--- src/rtl/mips_pkg.sv ---
// Shared types for the MIPS pipeline MEM stage.
// Holds the FSM state encoding and the MEM/WB bundle layout.
package mips_pkg;

  localparam int WORD_W   = 32;
  localparam int REG_AW   = 5;
  localparam int ADDR_LSB = 2;

  typedef enum logic {
    IDLE = 1'b0,
    BUSY = 1'b1
  } mem_state_t;

  typedef struct packed {
    logic              reg_write;
    logic              mem_to_reg;
    logic              halt;
    logic [REG_AW-1:0] reg_dst;
    logic [WORD_W-1:0] alu_out;
    logic [WORD_W-1:0] rdata;
    logic [WORD_W-1:0] pc;
  } mem_wb_t;

endpackage

--- src/rtl/mem_access_unit_mem_wb.sv ---
// MEM/WB pipeline register.
// Loads the prepared bundle every cycle; the MEM FSM decides its contents.
module mem_wb
  import mips_pkg::*;
(
  input  logic    clk,
  input  logic    rst,
  input  mem_wb_t d,
  output mem_wb_t q
);

  // plain register with synchronous clear
  always_ff @(posedge clk) begin
    if (rst) q <= '0;
    else     q <= d;
  end

endmodule

--- src/rtl/mem_access_unit.sv ---
// MEM stage: word load/store over a req/ack RAM handshake.
// Stalls upstream while an access is in flight, then retires to MEM/WB.
module mem_access_unit
  import mips_pkg::*;
#(
  parameter int TIMEOUT_CYC = 64
) (
  input  logic        clk,
  input  logic        rst,
  input  logic [31:0] pc_ex_mem,
  input  logic [31:0] instruction_ex_mem,
  input  logic        RegWrite_ex_mem,
  input  logic        RegDst_ex_mem,
  input  logic        MemRead_ex_mem,
  input  logic        MemWrite_ex_mem,
  input  logic        MemtoReg_ex_mem,
  input  logic [31:0] alu_out_ex_mem,
  input  logic [31:0] ram_write_data_ex_mem,
  input  logic [4:0]  rt_ex_mem,
  input  logic [4:0]  rd_ex_mem,
  input  logic        halt_ex_mem,
  output logic        ram_req,
  output logic        ram_we,
  output logic [29:0] ram_addr,
  output logic [31:0] ram_wdata,
  input  logic        ram_ack,
  input  logic [31:0] ram_rdata,
  output logic        mem_stall,
  output logic        RegWrite_mem_wb,
  output logic        MemtoReg_mem_wb,
  output logic        halt_mem_wb,
  output logic [4:0]  reg_dst_mem_wb,
  output logic [31:0] alu_out_mem_wb,
  output logic [31:0] ram_rdata_mem_wb,
  output logic [31:0] pc_mem_wb,
  output logic        misalign_err,
  output logic        timeout_err
);

  localparam int CNT_W = $clog2(TIMEOUT_CYC);

  mem_state_t state, state_n;
  logic [CNT_W-1:0] cnt, cnt_n;
  logic req_n, we_n, mis_n, to_n;
  logic [29:0] addr_n;
  logic [31:0] wdata_n;
  logic is_mem, mem_op, misalign, timeout_hit;
  mem_wb_t wb_full, wb_d, wb_q;

  // instruction word is carried for debug only
  logic unused_instr;
  assign unused_instr = ^instruction_ex_mem;

  assign is_mem   = MemRead_ex_mem | MemWrite_ex_mem;
  assign misalign = is_mem & (alu_out_ex_mem[ADDR_LSB-1:0] != '0);
  assign mem_op   = is_mem & ~halt_ex_mem & ~misalign;

  assign timeout_hit = (state == BUSY) & ~ram_ack
                     & (cnt == CNT_W'(TIMEOUT_CYC - 1));

  assign mem_stall = ((state == IDLE) & mem_op)
                   | ((state == BUSY) & ~ram_ack & ~timeout_hit);

  // full bundle as it would retire without RAM data
  always_comb begin
    wb_full            = '0;
    wb_full.reg_write  = RegWrite_ex_mem;
    wb_full.mem_to_reg = MemtoReg_ex_mem;
    wb_full.halt       = halt_ex_mem;
    wb_full.reg_dst    = RegDst_ex_mem ? rd_ex_mem : rt_ex_mem;
    wb_full.alu_out    = alu_out_ex_mem;
    wb_full.pc         = pc_ex_mem;
  end

  // next-state, handshake and MEM/WB selection
  always_comb begin
    state_n = state;
    cnt_n   = cnt;
    req_n   = ram_req;
    we_n    = ram_we;
    addr_n  = ram_addr;
    wdata_n = ram_wdata;
    mis_n   = misalign_err;
    to_n    = timeout_err;
    wb_d    = '0;
    unique case (state)
      IDLE: begin
        if (mem_op) begin
          req_n   = 1'b1;
          we_n    = MemWrite_ex_mem & ~MemRead_ex_mem;
          addr_n  = alu_out_ex_mem[31:ADDR_LSB];
          wdata_n = ram_write_data_ex_mem;
          cnt_n   = '0;
          state_n = BUSY;
        end else begin
          wb_d = wb_full;
          if (misalign) begin
            mis_n          = 1'b1;
            wb_d.reg_write = 1'b0;
          end
        end
      end
      BUSY: begin
        if (ram_ack) begin
          req_n      = 1'b0;
          wb_d       = wb_full;
          wb_d.rdata = ram_we ? '0 : ram_rdata;
          state_n    = IDLE;
        end else if (timeout_hit) begin
          req_n          = 1'b0;
          to_n           = 1'b1;
          wb_d           = wb_full;
          wb_d.reg_write = 1'b0;
          state_n        = IDLE;
        end else begin
          cnt_n = cnt + 1'b1;
        end
      end
      default: state_n = IDLE;
    endcase
  end

  // state, RAM interface and sticky flags
  always_ff @(posedge clk) begin
    if (rst) begin
      state        <= IDLE;
      cnt          <= '0;
      ram_req      <= 1'b0;
      ram_we       <= 1'b0;
      ram_addr     <= '0;
      ram_wdata    <= '0;
      misalign_err <= 1'b0;
      timeout_err  <= 1'b0;
    end else begin
      state        <= state_n;
      cnt          <= cnt_n;
      ram_req      <= req_n;
      ram_we       <= we_n;
      ram_addr     <= addr_n;
      ram_wdata    <= wdata_n;
      misalign_err <= mis_n;
      timeout_err  <= to_n;
    end
  end

  mem_wb u_mem_wb (
    .clk (clk),
    .rst (rst),
    .d   (wb_d),
    .q   (wb_q)
  );

  assign RegWrite_mem_wb  = wb_q.reg_write;
  assign MemtoReg_mem_wb  = wb_q.mem_to_reg;
  assign halt_mem_wb      = wb_q.halt;
  assign reg_dst_mem_wb   = wb_q.reg_dst;
  assign alu_out_mem_wb   = wb_q.alu_out;
  assign ram_rdata_mem_wb = wb_q.rdata;
  assign pc_mem_wb        = wb_q.pc;

endmodule

--- config.mk ---
export PLATFORM = sky130hd
export DESIGN_NAME = mem_access_unit
export DESIGN_NICKNAME = d
export VERILOG_FILES = /design/src/rtl/mips_pkg.sv /design/src/rtl/mem_access_unit_mem_wb.sv /design/src/rtl/mem_access_unit.sv
export SDC_FILE = /design/constraint.sdc
export NUM_CORES = 1
export LEC_CHECK = 0
export ABC_AREA = 1
export BUFFER_PORTS_ARGS = -buffer_cell sky130_fd_sc_hd__buf_4
export CORE_AREA = 2 2 135 137
export CTS_BUF_LIST = sky130_fd_sc_hd__clkbuf_8
export DETAILED_ROUTE_END_ITERATION = 6
export DIE_AREA = 0 0 137 139
export PLACE_DENSITY_LB_ADDON = 0.15
export SYNTH_ARGS = -nofsm -noshare
export SYNTH_HDL_FRONTEND = slang
export SYNTH_HIERARCHICAL = 1
export SYNTH_SLANG_ARGS = --single-unit
export TNS_END_PERCENT = 10
--- constraint.sdc ---
create_clock -name clk -period 2.9 [get_ports clk]
set_input_delay 0 -clock clk [delete_from_list [all_inputs] [get_ports clk]]
set_output_delay 0 -clock clk [all_outputs]
set_load 0.02 [all_outputs]
==> metrics, run 1 <==
sum of negative setup slack 0 ns; area of the core region 17700 um2; critical path startpoint category flip-flop; via density per instance 4.17; Post-Route WL 19700 um; Hold Path End timeout_err; cell count after placement 1379; kind of end point of the critical path flip-flop; cell type with the largest total area after synthesis sky130_fd_sc_hd__dfxtp_1; Combinational Power Share 0.166; worst reg-to-reg setup slack 0.31 ns; largest net degree at the start of global routing 78; # setup viols final 0; total standard cell area after synthesis 6490 um2; number of H-tree branching levels 4; Mapped Avg Cell Area 7.48 um2; Max Fanout on Critical Path 30; Setup WS post-layout 0.307 ns; post-detailed-route wirelength per cell 12.5 um; leakage 5.67 nW; gpl congestion 0.789; number of gates given a new drive strength after cts 0; full die area 19000 um2; # DRC 0; number of detailed-route iterations in the first pass 4; number of max-cap violations 0; height of the chip 139 um; HPWL after DPL 12300 um; Data required, critical path 3.28 ns; switching fraction of total power 0.254; effective utilization at floorplan 0.368; flop and latch count out of synthesis 177; launch point of the critical path cnt[0]; Row Count 49; Top-Level Pins 350; final-report hold violation count 0; share of the yosys chip area belonging to registers 0.546; cell types occupying the most area after synthesis sky130_fd_sc_hd__dfxtp_1 55%, sky130_fd_sc_hd__inv_1 12%, sky130_fd_sc_hd__nor2_1 12%; clock sink total 177; count of cells along the worst register-to-register path 9; critical path class reg2reg; later-pin clock latency in the skew report 0.44 ns; share of post-route cells with drive strength above 1 0.278; cell at the root of the clock tree sky130_fd_sc_hd__clkbuf_8; endpoint of the worst register-to-register path u_mem_wb/q[96]; vias in the first global route 6284; post-CTS setup buffers 0; sequential share of power 0.476; normalized max-slew margin 0.265; Hold Path Class in2reg; final cell count without fillers 1572; Detail Route Antenna Nets 0; total routing resource utilization after global routing 0.201; Num CTS Buffers 17; share of the clock period used by the worst path 0.894; Post-CTS Hold Fix Bufs 162; total via count after detailed routing 6558; minimum clock period after layout 2.59 ns; CP Data Arrival Time 2.98 ns; number of antenna violations at the first check in global routing 0; area share of the largest cell type after synthesis 0.546; Internal Dissipation 4.02 mW; Fin Clk Skew 0.0107 ns; global route overflow 0; Place WS 0.755 ns; initial DRC count 283; net switching power figure 1.37 mW; ANT cells 0; number of distinct library cell variants in the gate-level netlist after synthesis 22; final slew viol count 0; clock tree from TritonCTS done; worst hold path stage count 5; clock network fraction of design power 0.358; post-route cell area 11000 um2; worst IR drop on VDD 0.252 mV; Worst-Margin Slew 1.10 ns; max frequency 386 MHz; power density of the placed cells 489 nW/um2; critical hold path startpoint ram_ack; net total in the final layout 1511; width of the chip 137 um; IO buf count 317; clock transition at the register clock pins on the worst setup and hold paths after CTS 0.09 ns; worst flop-to-flop path startpoint cnt[0]; number of buffers between clock root and the deepest sink 2; Placed Area 8960 um2; setup repair after global routing missed its margin false; synth-to-layout area growth 70.0%; outcome finished, final reports clean; wire length of the first global-routing pass 30400 um; gate count of the mapped netlist 868; Yosys Warn Count 6; post-synthesis net count 1048
layer usage:
layer / track usage / up-vias / routed length (um)
met5: 0 / - / 0
met4: 0.0711 / 0 / 442
met3: 0.0658 / 29 / 1500
met2: 0.350 / 210 / 9720
met1: 0.226 / 2900 / 8040
li1: - / 3419 / -
cell usage after synthesis (all sizes together):
master / count
nand2: 93
a31o: 1
nand4: 2
nor3: 1
buf: 33
dfxtp: 177
inv: 212
o21bai: 1
nand3: 8
clkbuf: 12
o21ai: 32
o21a: 1
ha: 1
nor2: 216
a22oi: 1
a21oi: 77
final cells by class:
cell class | instances | area, um2
fill | 1548 | 6630
timing repair buffer | 489 | 4100
sequential | 177 | 3540
multi-input combinational | 434 | 1860
inverter | 212 | 796
tap | 229 | 287
clock buffer | 17 | 234
clock inverter | 14 | 211
cell usage in the layout (no fill, tap or decap), drive strengths merged:
cell type / synthesis / routed
a22oi: 1 / 1
clkinv: 0 / 4
ha: 1 / 1
o21ai: 32 / 32
a21oi: 77 / 77
dfxtp: 177 / 177
nand3: 8 / 8
o21bai: 1 / 1
nor2: 216 / 216
dlygate4sd3: 0 / 162
a31o: 1 / 1
bufinv: 0 / 5
inv: 212 / 216
o21a: 1 / 1
buf: 33 / 327
nand2: 93 / 93
nor3: 1 / 1
clkinvlp: 0 / 1
clkbuf: 12 / 17
nand4: 2 / 2
cells by family after synthesis:
logic type,count (synthesis),share of synthesized area
adders and majority gates,1,0.00193
AOI/OAI and AO/OA,113,0.0906
buffers and inverters,257,0.168
DFF,177,0.546
and+or+nand+nor,320,0.194
power groups by stage:
stage	registers, mW	clock network [mW]	logic [mW]
after floorplan	2.74	0	0.241
after global placement	2.62	0	0.712
after detailed placement	2.62	0	0.716
after CTS	2.57	2.00	0.893
after global routing	2.58	2.09	0.974
final	2.56	1.93	0.894
worst max-delay path by stage:
stage	to	slack [ns]	depth (start not counted)
after floorplan	u_mem_wb/q[68]	1.39	9
after CTS	u_mem_wb/q[96]	0.26	9
after detailed placement	u_mem_wb/q[67]	0.75	9
after global placement	u_mem_wb/q[7]	0.75	9
after global routing	u_mem_wb/q[96]	0.09	9
final	u_mem_wb/q[96]	0.31	9
stage by stage:
stage,hold WS (ns),total power [mW],util
6_report,0.0342,5.39,0.625
5_1_grt,0.0564,5.64,0.625
4_1_cts,0.00318,5.45,0.625
3_5_place_dp,0.260,3.34,0.508
3_3_place_gp,0.247,3.33,0.508
2_1_floorplan,0.143,2.98,-
critical path: stages (launching register included):
cell and delay [ns]:
sky130_fd_sc_hd__dfxtp_1 0.43, sky130_fd_sc_hd__ha_1 0.26, sky130_fd_sc_hd__nand3_2 0.12, sky130_fd_sc_hd__o21bai_4 0.24, sky130_fd_sc_hd__nand2_2 0.33, sky130_fd_sc_hd__buf_12 0.29, sky130_fd_sc_hd__a21oi_1 0.14, sky130_fd_sc_hd__dlygate4sd3_1 0.59
sky130_fd_sc_hd__inv_1 0.04, sky130_fd_sc_hd__nor2_1 0.07
sequential cells by signal (all words and copies together) (netlist names):
name          cells
cnt               6
ram_wdata        32
state             1
ram_we            1
timeout_err       1
u_mem_wb/q      104
ram_addr         30
misalign_err      1
ram_req           1
Power figures use the tool's default switching activity.
==> run 2: changes to the inputs <==
--- a/config.mk
+++ b/config.mk
@@ -6,12 +6,13 @@
 export NUM_CORES = 1
 export LEC_CHECK = 0
 export ABC_AREA = 1
+export ABC_CLOCK_PERIOD_IN_PS = 2900
 export BUFFER_PORTS_ARGS = -buffer_cell sky130_fd_sc_hd__buf_4
 export CORE_AREA = 2 2 135 137
 export CTS_BUF_LIST = sky130_fd_sc_hd__clkbuf_8
 export DETAILED_ROUTE_END_ITERATION = 6
 export DIE_AREA = 0 0 137 139
-export PLACE_DENSITY_LB_ADDON = 0.15
+export PLACE_DENSITY = 0.67
 export SYNTH_ARGS = -nofsm -noshare
 export SYNTH_HDL_FRONTEND = slang
 export SYNTH_HIERARCHICAL = 1
==> metrics, run 2 (synthesized netlist as in run 1, its figures left out) <==
outcome finished, final reports clean; post-CTS setup buffers 0 (unchanged); clock transition at the register clock pins on the worst setup and hold paths after CTS 0.09 ns (about the same); Worst-Margin Slew 1.02 ns (-0.0822 ns); via density per instance 4.22 (+1.1%); footprint of the flip-flops and latches 3540 um2 (unchanged); width of the chip 137 um (unchanged); net total in the final layout 1497 (-0.93%); clock tree from TritonCTS done; highest-count cells in the layout ignoring fill and taps 325 x sky130_fd_sc_hd__buf_4, 211 x sky130_fd_sc_hd__inv_1, 205 x sky130_fd_sc_hd__nor2_1, 177 x sky130_fd_sc_hd__dfxtp_1, 149 x sky130_fd_sc_hd__dlygate4sd3_1; height of the chip 139 um (unchanged); power density of the placed cells 483 nW/um2 (-1.2%); later-pin clock latency in the skew report 0.44 ns (about the same); critical path's largest stage delay 0.59 ns (about the same); met3 wire len 1440 um (-3.4%); leakage 5.55 nW (-2.2%); length of routed wiring on met1 7810 um (-2.8%); uppermost layer routed met4; ANT cells 0 (unchanged); clock sink total 177 (unchanged); gpl congestion 0.788 (-0.11%); vias in the first global route 6415 (+2.1%); chain of cells forming the critical path ha_1 > nand3_2 > o21bai_4 > nand2_2 > a21oi_1 > dlygate4sd3_1 > inv_1 > nor2_1; post-detailed-route wirelength per cell 12.6 um (+0.37%); Top-Level Pins 350 (unchanged); HPWL after DPL 12000 um (-2.1%); largest registers ranked by flip-flop count u_mem_wb/q: 104 flops, ram_wdata: 32 flops, ram_addr: 30 flops; cell at the root of the clock tree sky130_fd_sc_hd__clkbuf_8; number of buffers between clock root and the deepest sink 2 (unchanged); full die area 19000 um2 (unchanged); critical path startpoint category flip-flop; area of the core region 17700 um2 (unchanged); Max Fanout on Critical Path 23 (-23%); # setup viols final 0 (unchanged); Post-Route WL 19600 um (-0.52%); number of H-tree branching levels 4 (unchanged); Data required, critical path 3.27 ns (about the same); final slew viol count 0 (unchanged); Hold Path Class in2reg; Fin Clk Skew 0.0124 ns (+0.00173 ns); IO buf count 317 (unchanged); number of filler cells placed in the layout 1499 (-3.2%); critical path class reg2reg; effective utilization at floorplan 0.368 (unchanged); # DRC 0 (unchanged); number of antenna violations at the first check in global routing 0 (unchanged); initial DRC count 194 (-31%); Num CTS Buffers 17 (unchanged); number of max-cap violations 0 (unchanged); largest net degree at the start of global routing 76 (-2.6%); setup repair after global routing missed its margin false; global route overflow 0 (unchanged); minimum clock period after layout 2.47 ns (-0.121 ns); worst IR drop on VDD 0.270 mV (+7.1%); wire length of the first global-routing pass 30300 um (-0.32%); hold_ws 0.0499 ns (+0.0157 ns); number of detailed-route iterations in the first pass 4 (unchanged); share of post-route cells with drive strength above 1 0.281 (+0.00293); sum of negative setup slack 0 ns (unchanged); final-report hold violation count 0 (unchanged); normalized max-slew margin 0.320 (+0.0549); leading cell type in the layout, fill and taps excluded sky130_fd_sc_hd__buf_4; multi-input gate area in the final layout 1860 um2 (unchanged); utilization of the core after routing 0.614 (-0.0103); Met2 Wirelength 9820 um (+1.1%); final cell count without fillers 1558 (-0.89%); share of the clock period used by the worst path 0.852 (-0.0418); kind of end point of the critical path flip-flop; total via count after detailed routing 6573 (+0.23%); slowest library cell on the worst path sky130_fd_sc_hd__dlygate4sd3_1; cell count after placement 1378 (-0.073%); Detail Route Antenna Nets 0 (unchanged); max frequency 405 MHz (+4.9%); CP Data Arrival Time 2.84 ns (-0.14 ns); Top reg by flops u_mem_wb/q; synth-to-layout area growth 67.2%; Row Count 49 (unchanged); flip-flop count of the largest register after layout 104 (unchanged); total routing resource utilization after global routing 0.198 (-0.00222)
## run 2: cell types whose count changed in the layout (fill, tap and decap cells not counted), sizes merged
cell,change
clkinvlp,+3
buf,-1
bufinv,-2
clkinv,-1
dlygate4sd3,-13
## run 2: per-layer routing
metal | track usage | vias to the layer above
met1 | 0.216 | 2920
met3 | 0.0559 | 36
met5 | 0 | -
li1 | - | 3393
met4 | 0.0825 | 0
met2 | 0.356 | 224
## run 2: worst paths after layout
kind / startpoint / endpoint / slack [ns] / cells after the start
worst max-delay path: cnt[0] / u_mem_wb/q[100] / 0.43 / 8
worst min register to register: ram_we / ram_we / 0.47 / 2
worst max register to register: cnt[0] / u_mem_wb/q[100] / 0.43 / 8
worst min-delay path: ram_ack / timeout_err / 0.05 / 5
## run 2: final cells by class
cell class | count | share of cell area
Tap cell | 229 | 0.0264
Inverter | 212 | 0.0733
Clock inverter | 14 | 0.0166
Multi-Input combinational cell | 434 | 0.171
Timing Repair Buffer | 475 | 0.364
Sequential cell | 177 | 0.327
Clock buffer | 17 | 0.0216
## run 2: repair_timing
action | CTS | global route
gates resized for setup | 0 | 0
hold buffers | 149 | 0
endpoints found under the hold margin | 169 | 0
## run 2: power breakdown
part           leakage, nW  switching, mW  total (mW)  internal (mW)
Combinational         3.90          0.425       0.887          0.462
Sequential            1.45         0.0363        2.56           2.53
Clock                0.197          0.927        1.79          0.862
## run 2: through the flow
| step | worst slack (ns) | power (mW) | instance area (um2) |
|---|---|---|---|
| 3_5_place_dp | 0.823 | 3.33 | 8940 |
| 4_1_cts | 0.391 | 5.30 | 10800 |
| 6_report | 0.428 | 5.24 | 10800 |
| 5_1_grt | 0.228 | 5.48 | 10800 |
| 3_3_place_gp | 0.852 | 3.33 | 8940 |
| 2_1_floorplan | 1.39 | 2.98 | 6490 |
## run 2: critical path, delay by kind of cell (launching register included)
| kind | cells | cell delay [ns] |
|---|---|---|
| and+or+nand+nor | 3 | 0.54 |
| adders and majority gates | 1 | 0.27 |
| DFF | 1 | 0.44 |
| buffers and inverters | 2 | 0.63 |
| AOI/OAI and AO/OA | 2 | 0.51 |
==> run 3: changes to the inputs <==
--- a/config.mk
+++ b/config.mk
@@ -10,6 +10,7 @@
 export BUFFER_PORTS_ARGS = -buffer_cell sky130_fd_sc_hd__buf_4
 export CORE_AREA = 2 2 135 137
 export CTS_BUF_LIST = sky130_fd_sc_hd__clkbuf_8
+export CTS_CLUSTER_DIAMETER = 30
 export DETAILED_ROUTE_END_ITERATION = 6
 export DIE_AREA = 0 0 137 139
 export PLACE_DENSITY = 0.67
==> constraint.sdc (replaced) <==
create_clock -name clk -period 2.9 [get_ports clk]
set_input_delay 0.29 -clock clk [delete_from_list [all_inputs] [get_ports clk]]
set_output_delay 0.29 -clock clk [all_outputs]
set_load 0.02 [all_outputs]
==> metrics, run 3 (synthesized netlist as in run 1, its figures left out) <==
Hold Path Class in2reg; largest net degree at the start of global routing 74 (-2.6%); total routing resource utilization after global routing 0.177 (-0.0218); number of buffers between clock root and the deepest sink 2 (unchanged); critical path's largest stage delay 0.43 ns (-0.16 ns); number of detailed-route iterations in the first pass 4 (unchanged); clock sink total 177 (unchanged); number of max-cap violations 0 (unchanged); Top reg by flops u_mem_wb/q; max frequency 394 MHz (-2.7%); clock tree from TritonCTS done; total via count after detailed routing 5804 (-12%); worst hold path stage count 3 (-2); global route overflow 0 (unchanged); Num CTS Buffers 17 (unchanged); endpoint of the worst register-to-register path cnt[1]; number of antenna violations at the first check in global routing 0 (unchanged); power density of the placed cells 547 nW/um2 (+13%); minimum clock period after layout 2.54 ns (+0.0695 ns); # setup viols final 0 (unchanged); leakage 4.94 nW (-11%); clock transition at the register clock pins on the worst setup and hold paths after CTS 0.10 ns (about the same); Combinational Power Share 0.137 (-0.032); total chip power 5.13 mW (-2.1%); full die area 19000 um2 (unchanged); net total in the final layout 1346 (-10%); Row Count 49 (unchanged); final cell count without fillers 1408 (-9.6%); Top-Level Pins 350 (unchanged); kind of end point of the critical path primary output; slowest library cell on the worst path sky130_fd_sc_hd__dfxtp_1; area of the core region 17700 um2 (unchanged); hold_ws 0.0767 ns (+0.0268 ns); gpl congestion 0.789 (+0.19%); critical hold path startpoint alu_out_ex_mem[21]; Post-CTS Hold Fix Bufs 0 (-100%); HPWL after DPL 12100 um (+0.32%); Placed Area 8940 um2 (about the same); final slew viol count 0 (unchanged); width of the chip 137 um (unchanged); Data required, critical path 2.61 ns (-0.66 ns); highest-count cells in the layout ignoring fill and taps 322 x sky130_fd_sc_hd__buf_4, 212 x sky130_fd_sc_hd__inv_1, 205 x sky130_fd_sc_hd__nor2_1, 177 x sky130_fd_sc_hd__dfxtp_1, 92 x sky130_fd_sc_hd__nand2_1; # DRC 0 (unchanged); effective utilization at floorplan 0.368 (unchanged); CP Data Arrival Time 2.25 ns (-0.59 ns); clock network fraction of design power 0.363 (+0.022); Fin Clk Skew 0.0183 ns (+0.00594 ns); final-report hold violation count 0 (unchanged); later-pin clock latency in the skew report 0.46 ns (+0.02 ns); switching fraction of total power 0.259 (-0.00606); normalized max-slew margin 0.311 (-0.00865); chain of cells forming the critical path ha_1 > nand3_2 > o21bai_4 > nand2_2 > buf_4; Max Fanout on Critical Path 27 (+17%); vias in the first global route 5378 (-16%); Setup WS post-layout 0.359 ns (-0.0695 ns); critical path startpoint category flip-flop; Detail Route Antenna Nets 0 (unchanged); setup repair after global routing missed its margin false; cell count after placement 1376 (-0.15%); largest registers ranked by flip-flop count u_mem_wb/q: 104 flops, ram_wdata: 32 flops, ram_addr: 30 flops; wire length of the first global-routing pass 26500 um (-13%); Place WS 0.722 ns (-0.100 ns); flip-flop count of the largest register after layout 104 (unchanged); count of cells along the worst register-to-register path 7 (-1); Worst-Margin Slew 1.03 ns (+0.0130 ns); ANT cells 0 (unchanged); initial DRC count 189 (-2.6%); number of H-tree branching levels 4 (unchanged); cell at the root of the clock tree sky130_fd_sc_hd__clkbuf_8; sequential share of power 0.499 (+0.010); worst flop-to-flop path startpoint cnt[0]; share of post-route cells with drive strength above 1 0.316 (+0.0341); utilization of the core after routing 0.531 (-0.0833); outcome finished, final reports clean; height of the chip 139 um (unchanged); Hold Path End ram_addr[19]; worst reg-to-reg setup slack 0.75 ns (+0.32 ns); post-CTS setup buffers 0 (unchanged); Post-Route WL 17200 um (-12%); Internal Dissipation 3.80 mW (-1.2%); leading cell type in the layout, fill and taps excluded sky130_fd_sc_hd__buf_4; IO buf count 317 (unchanged); via density per instance 4.12 (-2.3%); sum of negative setup slack 0 ns (unchanged); worst IR drop on VDD 0.253 mV (-6.3%); post-detailed-route wirelength per cell 12.2 um (-2.7%); net switching power figure 1.33 mW (-4.3%); critical path class reg2out; synth-to-layout area growth 44.5%; number of gates given a new drive strength after cts 0 (unchanged); post-route cell area 9380 um2 (-14%); share of the clock period used by the worst path 0.876 (+0.0240)
run 3: power by group through the flow:
stage | combinational (mW) | sequential, mW | clock, mW
after global routing | 0.776 | 2.57 | 2.03
after detailed placement | 0.712 | 2.62 | 0
after global placement | 0.708 | 2.62 | 0
after CTS | 0.714 | 2.56 | 1.94
final | 0.705 | 2.56 | 1.86
after floorplan | 0.241 | 2.74 | 0
run 3: cell type report:
| cell class | count | area, um2 |
|---|---|---|
| Timing Repair Buffer | 324 | 2460 |
| Inverter | 212 | 796 |
| Sequential cell | 177 | 3540 |
| Clock inverter | 15 | 204 |
| Multi-Input combinational cell | 434 | 1860 |
| Tap cell | 229 | 287 |
| Fill cell | 1736 | 8280 |
| Clock buffer | 17 | 234 |
run 3: worst max path at each step:
| stage | end | startpoint | slack (ns) |
|---|---|---|---|
| floorplan | u_mem_wb/q[68] | cnt[0] | 1.39 |
| global placement | cnt[1] | cnt[0] | 0.75 |
| detailed placement | cnt[1] | cnt[0] | 0.72 |
| CTS | mem_stall | cnt[0] | 0.28 |
| global route | mem_stall | cnt[0] | 0.13 |
| finish | mem_stall | cnt[0] | 0.36 |
run 3: metal layers:
layer / global-route usage / vias up / wire, um
met2: 0.295 / 210 / 8220
met5: 0 / - / 0
met1: 0.205 / 2477 / 7070
met3: 0.0607 / 25 / 1510
li1: - / 3092 / -
met4: 0.0722 / 0 / 429
run 3: critical path, delay by kind of cell, from the launching register on:
family | cells | cell delay, ns
flip-flops | 1 | 0.43
buffers and inverters | 1 | 0.33
AO/OA/AOI/OAI | 1 | 0.24
adder cells (fa/ha/maj) | 1 | 0.26
AND/OR/NAND/NOR | 2 | 0.55
